### src/rtl/pwm_pkg.sv
// Shared definitions for the PWM duty-cycle sweep engine: FSM states, sweep modes,
// compare1 register addresses and a small divider helper.
package pwm_pkg;

    typedef enum logic [2:0] {
        ST_IDLE  = 3'd0,
        ST_LOAD  = 3'd1,
        ST_WR_LO = 3'd2,
        ST_WR_HI = 3'd3,
        ST_WAIT  = 3'd4
    } sweep_state_t;

    typedef enum logic [1:0] {
        MODE_ONESHOT  = 2'd0,
        MODE_REPEAT   = 2'd1,
        MODE_TRIANGLE = 2'd2,
        MODE_RSVD     = 2'd3
    } sweep_mode_t;

    localparam logic [5:0] CMP1_L_ADDR = 6'h0A;
    localparam logic [5:0] CMP1_H_ADDR = 6'h0B;

    // A divider of zero behaves as one period per step.
    function automatic logic [7:0] eff_div(input logic [7:0] div);
        return (div == 8'd0) ? 8'd1 : div;
    endfunction

endpackage

### src/rtl/sweep_step_calc.sv
// Combinational next-duty computation: clamped step toward stop/start, wrap to start
// in repeat mode and direction reversal at either end in triangle mode.
module sweep_step_calc
    import pwm_pkg::*;
(
    input  logic [15:0] duty,
    input  logic        dir_down,
    input  logic [1:0]  mode,
    input  logic [15:0] start,
    input  logic [15:0] stop,
    input  logic [15:0] step,
    output logic [15:0] next_duty,
    output logic        next_dir_down
);

    logic [16:0] up_sum;
    logic [16:0] dn_diff;
    logic [15:0] up_val;
    logic [15:0] dn_val;

    always_comb begin
        // 17-bit arithmetic so neither direction can wrap past the end points.
        up_sum  = {1'b0, duty} + {1'b0, step};
        dn_diff = {1'b0, duty} - {1'b0, step};
        up_val  = (up_sum > {1'b0, stop}) ? stop : up_sum[15:0];
        dn_val  = (dn_diff[16] || (dn_diff[15:0] < start)) ? start : dn_diff[15:0];

        next_duty     = up_val;
        next_dir_down = 1'b0;
        if (!dir_down) begin
            if (duty >= stop) begin
                if (mode == MODE_TRIANGLE) begin
                    next_duty     = dn_val;
                    next_dir_down = 1'b1;
                end else begin
                    next_duty     = start;
                end
            end
        end else begin
            if (duty <= start) begin
                next_duty     = up_val;
                next_dir_down = 1'b0;
            end else begin
                next_duty     = dn_val;
                next_dir_down = 1'b1;
            end
        end
    end

endmodule

### src/rtl/pwm_sweep_ctrl.sv
// Duty-cycle sweep controller: shares the regs bus between the SPI host path and an
// engine that rewrites compare1 (LSB then MSB) once every sweep_div counter periods.
module pwm_sweep_ctrl
    import pwm_pkg::*;
#(
    parameter logic [5:0] ADDR_CMP1_L = CMP1_L_ADDR,
    parameter logic [5:0] ADDR_CMP1_H = CMP1_H_ADDR
) (
    input  logic        clk,
    input  logic        rst,
    input  logic        h_read,
    input  logic        h_write,
    input  logic [5:0]  h_addr,
    input  logic [7:0]  h_wdata,
    output logic        r_read,
    output logic        r_write,
    output logic [5:0]  r_addr,
    output logic [7:0]  r_wdata,
    input  logic [15:0] count_val,
    input  logic        sweep_en,
    input  logic [1:0]  sweep_mode,
    input  logic [15:0] sweep_start,
    input  logic [15:0] sweep_stop,
    input  logic [15:0] sweep_step,
    input  logic [7:0]  sweep_div,
    output logic        busy,
    output logic        done,
    output logic        err,
    output logic [15:0] cur_duty
);

    sweep_state_t state_reg, state_next;

    logic [15:0] duty_reg;
    logic        dir_down_reg;
    logic [7:0]  per_cnt_reg;
    logic [15:0] count_val_q;
    logic        sweep_en_q;
    logic [15:0] start_q, stop_q;
    logic [7:0]  div_q;
    logic [1:0]  mode_q;
    logic [15:0] cur_duty_reg;
    logic        err_reg;

    logic        bus_free;
    logic        tick;
    logic        en_rise;
    logic        cfg_bad;
    logic        step_last;
    logic        one_shot;
    logic        at_stop;
    logic        eng_wr;
    logic [5:0]  eng_addr;
    logic [7:0]  eng_wdata;
    logic [15:0] calc_duty;
    logic        calc_dir_down;

    assign bus_free  = !h_read && !h_write;
    assign tick      = (count_val_q != 16'd0) && (count_val == 16'd0);
    assign en_rise   = sweep_en && !sweep_en_q;
    assign cfg_bad   = (sweep_step == 16'd0) || (sweep_start > sweep_stop);
    assign step_last = ({1'b0, per_cnt_reg} + 9'd1) >= {1'b0, eff_div(div_q)};
    assign one_shot  = (mode_q == MODE_ONESHOT) || (mode_q == MODE_RSVD);
    assign at_stop   = (duty_reg == stop_q);

    sweep_step_calc u_step_calc (
        .duty          (duty_reg),
        .dir_down      (dir_down_reg),
        .mode          (sweep_mode),
        .start         (sweep_start),
        .stop          (sweep_stop),
        .step          (sweep_step),
        .next_duty     (calc_duty),
        .next_dir_down (calc_dir_down)
    );

    always_ff @(posedge clk or posedge rst) begin
        if (rst) begin
            state_reg <= ST_IDLE;
        end else begin
            state_reg <= state_next;
        end
    end

    always_comb begin
        state_next = state_reg;
        case (state_reg)
            ST_IDLE:  if (en_rise && !cfg_bad) state_next = ST_LOAD;
            ST_LOAD:  state_next = sweep_en ? ST_WR_LO : ST_IDLE;
            ST_WR_LO: begin
                if (!sweep_en)     state_next = ST_IDLE;
                else if (bus_free) state_next = ST_WR_HI;
            end
            // The MSB write completes even when sweep_en has dropped.
            ST_WR_HI: begin
                if (bus_free) begin
                    if (!sweep_en || (one_shot && at_stop)) state_next = ST_IDLE;
                    else                                   state_next = ST_WAIT;
                end
            end
            ST_WAIT: begin
                if (!sweep_en)              state_next = ST_IDLE;
                else if (tick && step_last) state_next = ST_WR_LO;
            end
            default:  state_next = ST_IDLE;
        endcase
    end

    always_comb begin
        eng_wr    = 1'b0;
        eng_addr  = ADDR_CMP1_L;
        eng_wdata = duty_reg[7:0];
        if (state_reg == ST_WR_LO) begin
            eng_wr = sweep_en && bus_free;
        end else if (state_reg == ST_WR_HI) begin
            eng_wr    = bus_free;
            eng_addr  = ADDR_CMP1_H;
            eng_wdata = duty_reg[15:8];
        end
        r_read   = h_read;
        r_write  = h_write || eng_wr;
        r_addr   = eng_wr ? eng_addr  : h_addr;
        r_wdata  = eng_wr ? eng_wdata : h_wdata;
        busy     = (state_reg != ST_IDLE);
        done     = (state_reg == ST_WR_HI) && bus_free && one_shot && at_stop;
        err      = err_reg;
        cur_duty = cur_duty_reg;
    end

    always_ff @(posedge clk or posedge rst) begin
        if (rst) begin
            duty_reg     <= 16'd0;
            dir_down_reg <= 1'b0;
            per_cnt_reg  <= 8'd0;
            count_val_q  <= 16'd0;
            sweep_en_q   <= 1'b0;
            start_q      <= 16'd0;
            stop_q       <= 16'd0;
            div_q        <= 8'd0;
            mode_q       <= 2'd0;
            cur_duty_reg <= 16'd0;
            err_reg      <= 1'b0;
        end else begin
            count_val_q <= count_val;
            sweep_en_q  <= sweep_en;

            if (!sweep_en)
                err_reg <= 1'b0;
            else if ((state_reg == ST_IDLE) && en_rise && cfg_bad)
                err_reg <= 1'b1;

            case (state_reg)
                ST_IDLE: begin
                    if (en_rise) begin
                        start_q <= sweep_start;
                        stop_q  <= sweep_stop;
                        div_q   <= sweep_div;
                        mode_q  <= sweep_mode;
                    end
                end
                ST_LOAD: begin
                    duty_reg     <= start_q;
                    dir_down_reg <= 1'b0;
                    per_cnt_reg  <= 8'd0;
                end
                ST_WR_HI: begin
                    if (bus_free) cur_duty_reg <= duty_reg;
                end
                ST_WAIT: begin
                    if (tick) begin
                        if (step_last) begin
                            duty_reg     <= calc_duty;
                            dir_down_reg <= calc_dir_down;
                            per_cnt_reg  <= 8'd0;
                            start_q      <= sweep_start;
                            stop_q       <= sweep_stop;
                            div_q        <= sweep_div;
                            mode_q       <= sweep_mode;
                        end else begin
                            per_cnt_reg <= per_cnt_reg + 8'd1;
                        end
                    end
                end
                default: ;
            endcase
        end
    end

endmodule

### config.mk
export PLATFORM = sky130hd
export DESIGN_NAME = pwm_sweep_ctrl
export DESIGN_NICKNAME = d
export VERILOG_FILES = /design/src/rtl/pwm_pkg.sv /design/src/rtl/sweep_step_calc.sv /design/src/rtl/pwm_sweep_ctrl.sv
export SDC_FILE = /design/constraint.sdc
export NUM_CORES = 1
export LEC_CHECK = 0
export BUFFER_PORTS_ARGS = -buffer_cell sky130_fd_sc_hd__buf_2
export CORE_MARGIN = 1
export CORE_UTILIZATION = 40
export DETAILED_ROUTE_END_ITERATION = 8
export PLACE_DENSITY = 0.73
export SLEW_MARGIN = 20
export SYNTH_ARGS = -nofsm -noshare
export SYNTH_HDL_FRONTEND = slang
export SYNTH_SLANG_ARGS = --single-unit
export TNS_END_PERCENT = 1
### constraint.sdc
create_clock -name clk -period 4.55 [get_ports clk]
set_clock_uncertainty 0.15 [all_clocks]
set_input_delay 0.2275 -clock clk [delete_from_list [all_inputs] [get_ports clk]]
set_output_delay 0.2275 -clock clk [all_outputs]
set_load 0.03 [all_outputs]
======== After elaboration in Yosys (flattened, before gate mapping) ========
Cells that the tools add are included.
word-level totals
  output and inout bits ................... 35
  logic and storage cells ................. 128
  register bits after elaboration ......... 104
  input port bits ......................... 93
operators by class
  equal/unequal tests ..................... 15
  mux-type cells .......................... 55
  reductions and logical operators ........ 36
  magnitude comparators ................... 6
  add/subtract/negate cells ............... 4
operator list
  kind                                                           count
  16-bit 2-to-1 mux                                              14
  16-bit one-hot mux with 2 select lines                         3
  8-bit 2-to-1 mux                                               9
  16-bit zero test                                               2
  8-bit one-hot mux with 2 select lines                          2
  3-bit 2-to-1 mux                                               7
  16-bit by 16-bit adder with 17-bit output                      1
  17-bit by 16-bit greater-than comparator with 1-bit output     1
  16-bit by 16-bit subtractor with 17-bit output                 1
  16-bit equality test                                           1
  16-bit greater-or-equal comparator                             1
  16-bit greater-than comparator                                 1
  16-bit <= comparator                                           1
  16-bit < comparator                                            1
  16-bit nonzero test                                            1
  3-bit one-hot mux with 5 select lines                          1
  1-bit logical AND                                              12
  1-bit 2-to-1 mux                                               12
  2-bit inequality test, second input constant                   5
  8-bit by 1-bit adder with 9-bit output, second input constant  1
  9-bit by 8-bit greater-or-equal comparator with 1-bit output   1
  8-bit by 1-bit adder with 8-bit output, second input constant  1
  8-bit zero test                                                1
  2-bit 2-to-1 mux                                               4
  18 further kinds                                               32

======== Depth between registers and ports, before layout ========
  depth in word-level cells ............... 10
  mapped depth ............................ 21
  depth with buffers taken out ............ 20

======== Modules after synthesis ========
Synthesis repeated with hierarchy kept, for this count alone.
unflattened totals
  cells, all modules ...................... 948
  area total of the unflattened synthesis .. 8871.0 um2
modules (own cells, without submodules)
  module           sequential area each (um2)  cells an instance  times used  area an instance (um2)
  pwm_sweep_ctrl   2602.5                      474                1           5372.7
  sweep_step_calc  0.0                         474                1           3498.4

======== Worst setup path after synthesis ========
OpenSTA, ideal clock, no wires.
  path type ............................... flip-flop to flip-flop
  start ................................... register duty_reg[0]
  end ..................................... register duty_reg[2]
  setup time .............................. 0.137 ns
  path buffers ............................ 1
  required time ........................... 4.263 ns
  period minus slack after synthesis ...... 4.462 ns
  stages on the path, launching flop included .. 21
  arrival time ............................ 4.175 ns
  slack ................................... 0.088 ns
  path through ............................ dfrtp_1 -> inv_1 -> ha_1 -> inv_1 -> fa_1 -> a211oi_1 -> o21ai_1 -> a31oi_1 -> o221ai_1 -> a21oi_1 -> xnor2_1 -> ha_1 -> nand4_1 -> nor3_1 -> o21ai_0 -> a32oi_2 -> and3b_1 -> buf_2 -> o21ai_0 -> a2111oi_0 -> nor3_1
between the ends
  longest elaborated chain between the ends .. 10
  elaborated cells on any way between the ends .. 16
  classes of those cells .................. 2 x add/sub; 4 x order compare; 9 x mux; 1 x reduce/logical
ends and longest elaborated chain
  what                                            RTL line               RTL
  from (decl)                                     pwm_sweep_ctrl.sv:34   logic [15:0] duty_reg;
  from (signal assigned)                          pwm_sweep_ctrl.sv:162  duty_reg <= start_q;
  from (signal assigned)                          pwm_sweep_ctrl.sv:172  duty_reg <= calc_duty;
  16-bit by 16-bit subtractor with 17-bit output  sweep_step_calc.sv:24  dn_diff = {1'b0, duty} - {1'b0, step};
  16-bit < comparator                             sweep_step_calc.sv:26  dn_val = (dn_diff[16] || (dn_diff[15:0] < start)) ? start : dn_diff[15:0];
  1-bit logical OR                                sweep_step_calc.sv:26
  16-bit 2-to-1 mux                               sweep_step_calc.sv:26
  16-bit 2-to-1 mux                               sweep_step_calc.sv:32  if (mode == MODE_TRIANGLE) begin
  16-bit 2-to-1 mux                               sweep_step_calc.sv:31  if (duty >= stop) begin
  16-bit 2-to-1 mux *                             sweep_step_calc.sv:30  if (!dir_down) begin
  16-bit 2-to-1 mux *                             pwm_sweep_ctrl.sv:171  if (step_last) begin
  16-bit 2-to-1 mux *                             pwm_sweep_ctrl.sv:170  if (tick) begin
  16-bit one-hot mux with 2 select lines *        pwm_sweep_ctrl.sv:152  case (state_reg)
Every way passes the cells marked *; elsewhere a longest branch is shown, timed or not. The select of a mux whose other input is x is not followed.
A chain may end at the register's enable or synchronous reset.

======== Worst setup path in the final report ========
  start ................................... register duty_reg[0]
  end ..................................... register duty_reg[0]
Same word-level chain as after synthesis.

==> key figures <==
Timing
  – Max Fclk: 218 MHz
  – Post-layout min period: 4.59 ns
  – RSZ-0062 raised after global routing: yes
  – Max Slew Vio Count: 0
  – Final TNS setup: -0.0939 ns
  – Normalized max-slew margin: 0.374
  – Post-route setup slack: -0.0396 ns
  – Tightest Pin Transition: 0.939 ns
  – Period utilisation layout: 1.01
  – Final Hold Fails: 0
  – Final setup fails: 3

Detailed routing
  – 1st-pass router iterations: 5
  – Wire length per cell: 20.5 um
  – WL final: 30000 um
  – Vias after detailed routing: 8489
  – Antenna Nets Post-Route: 0
  – # DRC: 0
  – Avg Vias per Cell: 5.79
  – Number of DRC markers in iteration 0: 756

Final layout
  – Ant diodes: 0
  – Nets: 1402
  – Commonest non-fill, non-tap cell in the layout: buf_2
  – Fraction of layout cells with a size suffix above 1: 0.284
  – Synth-to-Final Area Change: 27.4%
  – Most frequent cells in the layout: buf_2, ha_1, dfrtp_1, buf_4, inv_1

Global route
  – First-pass GRT wire length: 45600 um
  – Vias in the first global route: 8316
  – Grt total ovfl: 0
  – Initial antenna violation count: 0
  – Total track usage: 0.269
  – Largest net degree at the start of global routing: 77

Critical path
  – Critical path capture point type: flip-flop
  – Cell family with most CP delay: compound AO/OA/AOI/OAI gates
  – Reg2Reg Setup Slack: -0.04 ns
  – Crit-path max FO: 3
  – Crit path cell chain: buf_6, ha_4, fa_2, nor2b_4, o221ai_4, a211oi_2, nor2_1, o21bai_1, a21oi_1, xnor2_1, ha_1, nand4_1, or2_4, a311o_1, o221a_2, o31a_4, buf_12, nor2b_4, a211oi_2, a2111oi_2, a311o_1
  – Worst setup SP type: flip-flop
  – Critical Path Max Stage Delay: 0.41 ns
  – Buf/Inv on CP: 2
  – Worst path arrival time: 4.70 ns
  – CP Class: flip-flop to flip-flop
  – Slowest CP cell: dfrtp_1
  – Required @ worst endpoint: 4.66 ns

Run status
  – Violated checks: negative setup slack
  – Status: complete, but fails checks

CTS
  – Worst-path clk slew: 0.09 ns
  – Worst-Skew Late Latency: 0.37 ns
  – CTS root buffer: clkbuf_16
  – TritonCTS Buffers: 9
  – Clock Path Buffers: 2
  – Clk sinks: 104
  – CTS tree: built
  – H-tree Lvls: 3

Power
  – Pwr Total: 7260 uW
  – Peak VDD IR: 0.000252 V
  – Power per cell area: 649 nW/um2
  – Leak: 0.00541 uW

Die
  – Die ar.: 22500 um2
  – Die H: 150 um
  – IO Pins: 128
  – Initial core utilization: 0.412
  – # rows: 53
  – CORE AREA: 21300 um2
  – Die width: 150 um

Synthesis
  – Syn nets: 1169
  – EDFF count, synth: 0
  – Synthesized area per cell: 9.20 um2
  – Main flop type after synthesis: dfrtp_1
  – Mapped Area: 8770 um2
  – Yosys warning count: 0
  – Synthesis-stage register bit count: 104
  – Largest cells by area after synthesis: dfrtp_1, ha_1, mux2_2
  – Mapped Cells: 954
  – Count of cell types in the netlist: 78
  – Synth area leader: dfrtp_1
  – Yosys top cell area share: 0.297
  – Sequential fraction of the synthesis area: 0.297
  – Async SR Flop Fraction: 1.00

Hold path
  – Tightest Hold Check Type: primary input to flip-flop

Placed design
  – IO Port Bufs: 127
  – Setup WS pre-CTS: -0.168 ns
  – Final GP Congestion: 0.987
  – Post-detail-place hpwl: 23200 um

Run
  – Max cap viols: 0
==> repair_timing <==
action                                  CTS  global route
gates resized for setup                  12            28
hold buffers                             40             0
endpoints found under the hold margin   114             0
setup buffers                             2             6
endpoints found under the setup margin   16            16
pin swaps                                 9            30
==> cells by family (layout without fill, tap and decap cells) <==
family,Yosys count,in the layout,synth area share
AND/OR/NAND/NOR,245,245,0.141
XOR/XNOR,49,49,0.0489
AO/OA/AOI/OAI,246,246,0.192
buffers and inverters,116,354,0.0555
adder cells (fa/ha/maj),122,122,0.176
flip-flops,104,104,0.297
multiplexers,72,72,0.0904
==> routing by layer <==
metal	routed length, um	GRT usage
met5	0	0
met2	13600	0.425
met3	2270	0.0448
met1	12900	0.361
met4	1280	0.116
==> synth_stat cells (all sizes together) (12+ instances only) <==
cell,n
nor3,16
a21oi,58
xnor2,28
buf,18
inv,84
nor2,76
nor4,18
xor2,21
mux2i,14
clkbuf,13
dfrtp,104
ha,120
nand3,17
nor2b,12
a211oi,14
nand2,41
mux2,58
o21ai,67
nand2b,13
nand4,16
==> stage by stage <==
stage	utilization	cell area, um2	hold slack [ns]	std cells
after CTS	0.516	11000	0.00234	1462
after global placement	0.478	10200	0.201	1403
after global routing	0.525	11200	0.0180	1467
after detailed placement	0.479	10200	0.204	1404
after floorplan	-	8770	0.109	954
final	0.525	11200	0.0156	1467
==> worst register-to-register path, delay by kind of cell (launching register included) <==
kind / cells / cell delay (ns)
compound gates: 10 / 1.82
fa+ha+maj: 3 / 0.86
simple gates: 5 / 0.84
flops: 1 / 0.41
buf+inv: 2 / 0.28
xor+xnor: 1 / 0.12
==> cell type report <==
cell class	instances	area (um2)
fill	1954	10100
multi-input combinational	734	5870
sequential	104	2600
timing repair buffer	253	1710
tap	275	344
inverter	85	324
clock buffer	9	225
clock inverter	7	101
==> power breakdown <==
part | internal (uW) | switching [uW] | leakage (uW) | total (uW)
clock network | 407 | 436 | 0.000157 | 842
logic | 2210 | 2840 | 0.00398 | 5050
registers | 1180 | 191 | 0.00127 | 1370
==> final timing paths <==
| path | endpoint | cells after the start | from |
|---|---|---|---|
| max | duty_reg[0] | 21 | duty_reg[0] |
| min | stop_q[14] | 2 | sweep_stop[14] |
| max reg2reg | duty_reg[0] | 21 | duty_reg[0] |
| min reg2reg | cur_duty[11] | 1 | cur_duty[11] |
| max in group asynchronous | cur_duty[11] | 4 | rst |
| min in group asynchronous | cur_duty[4] | 3 | rst |
Power figures use the tool's default switching activity.
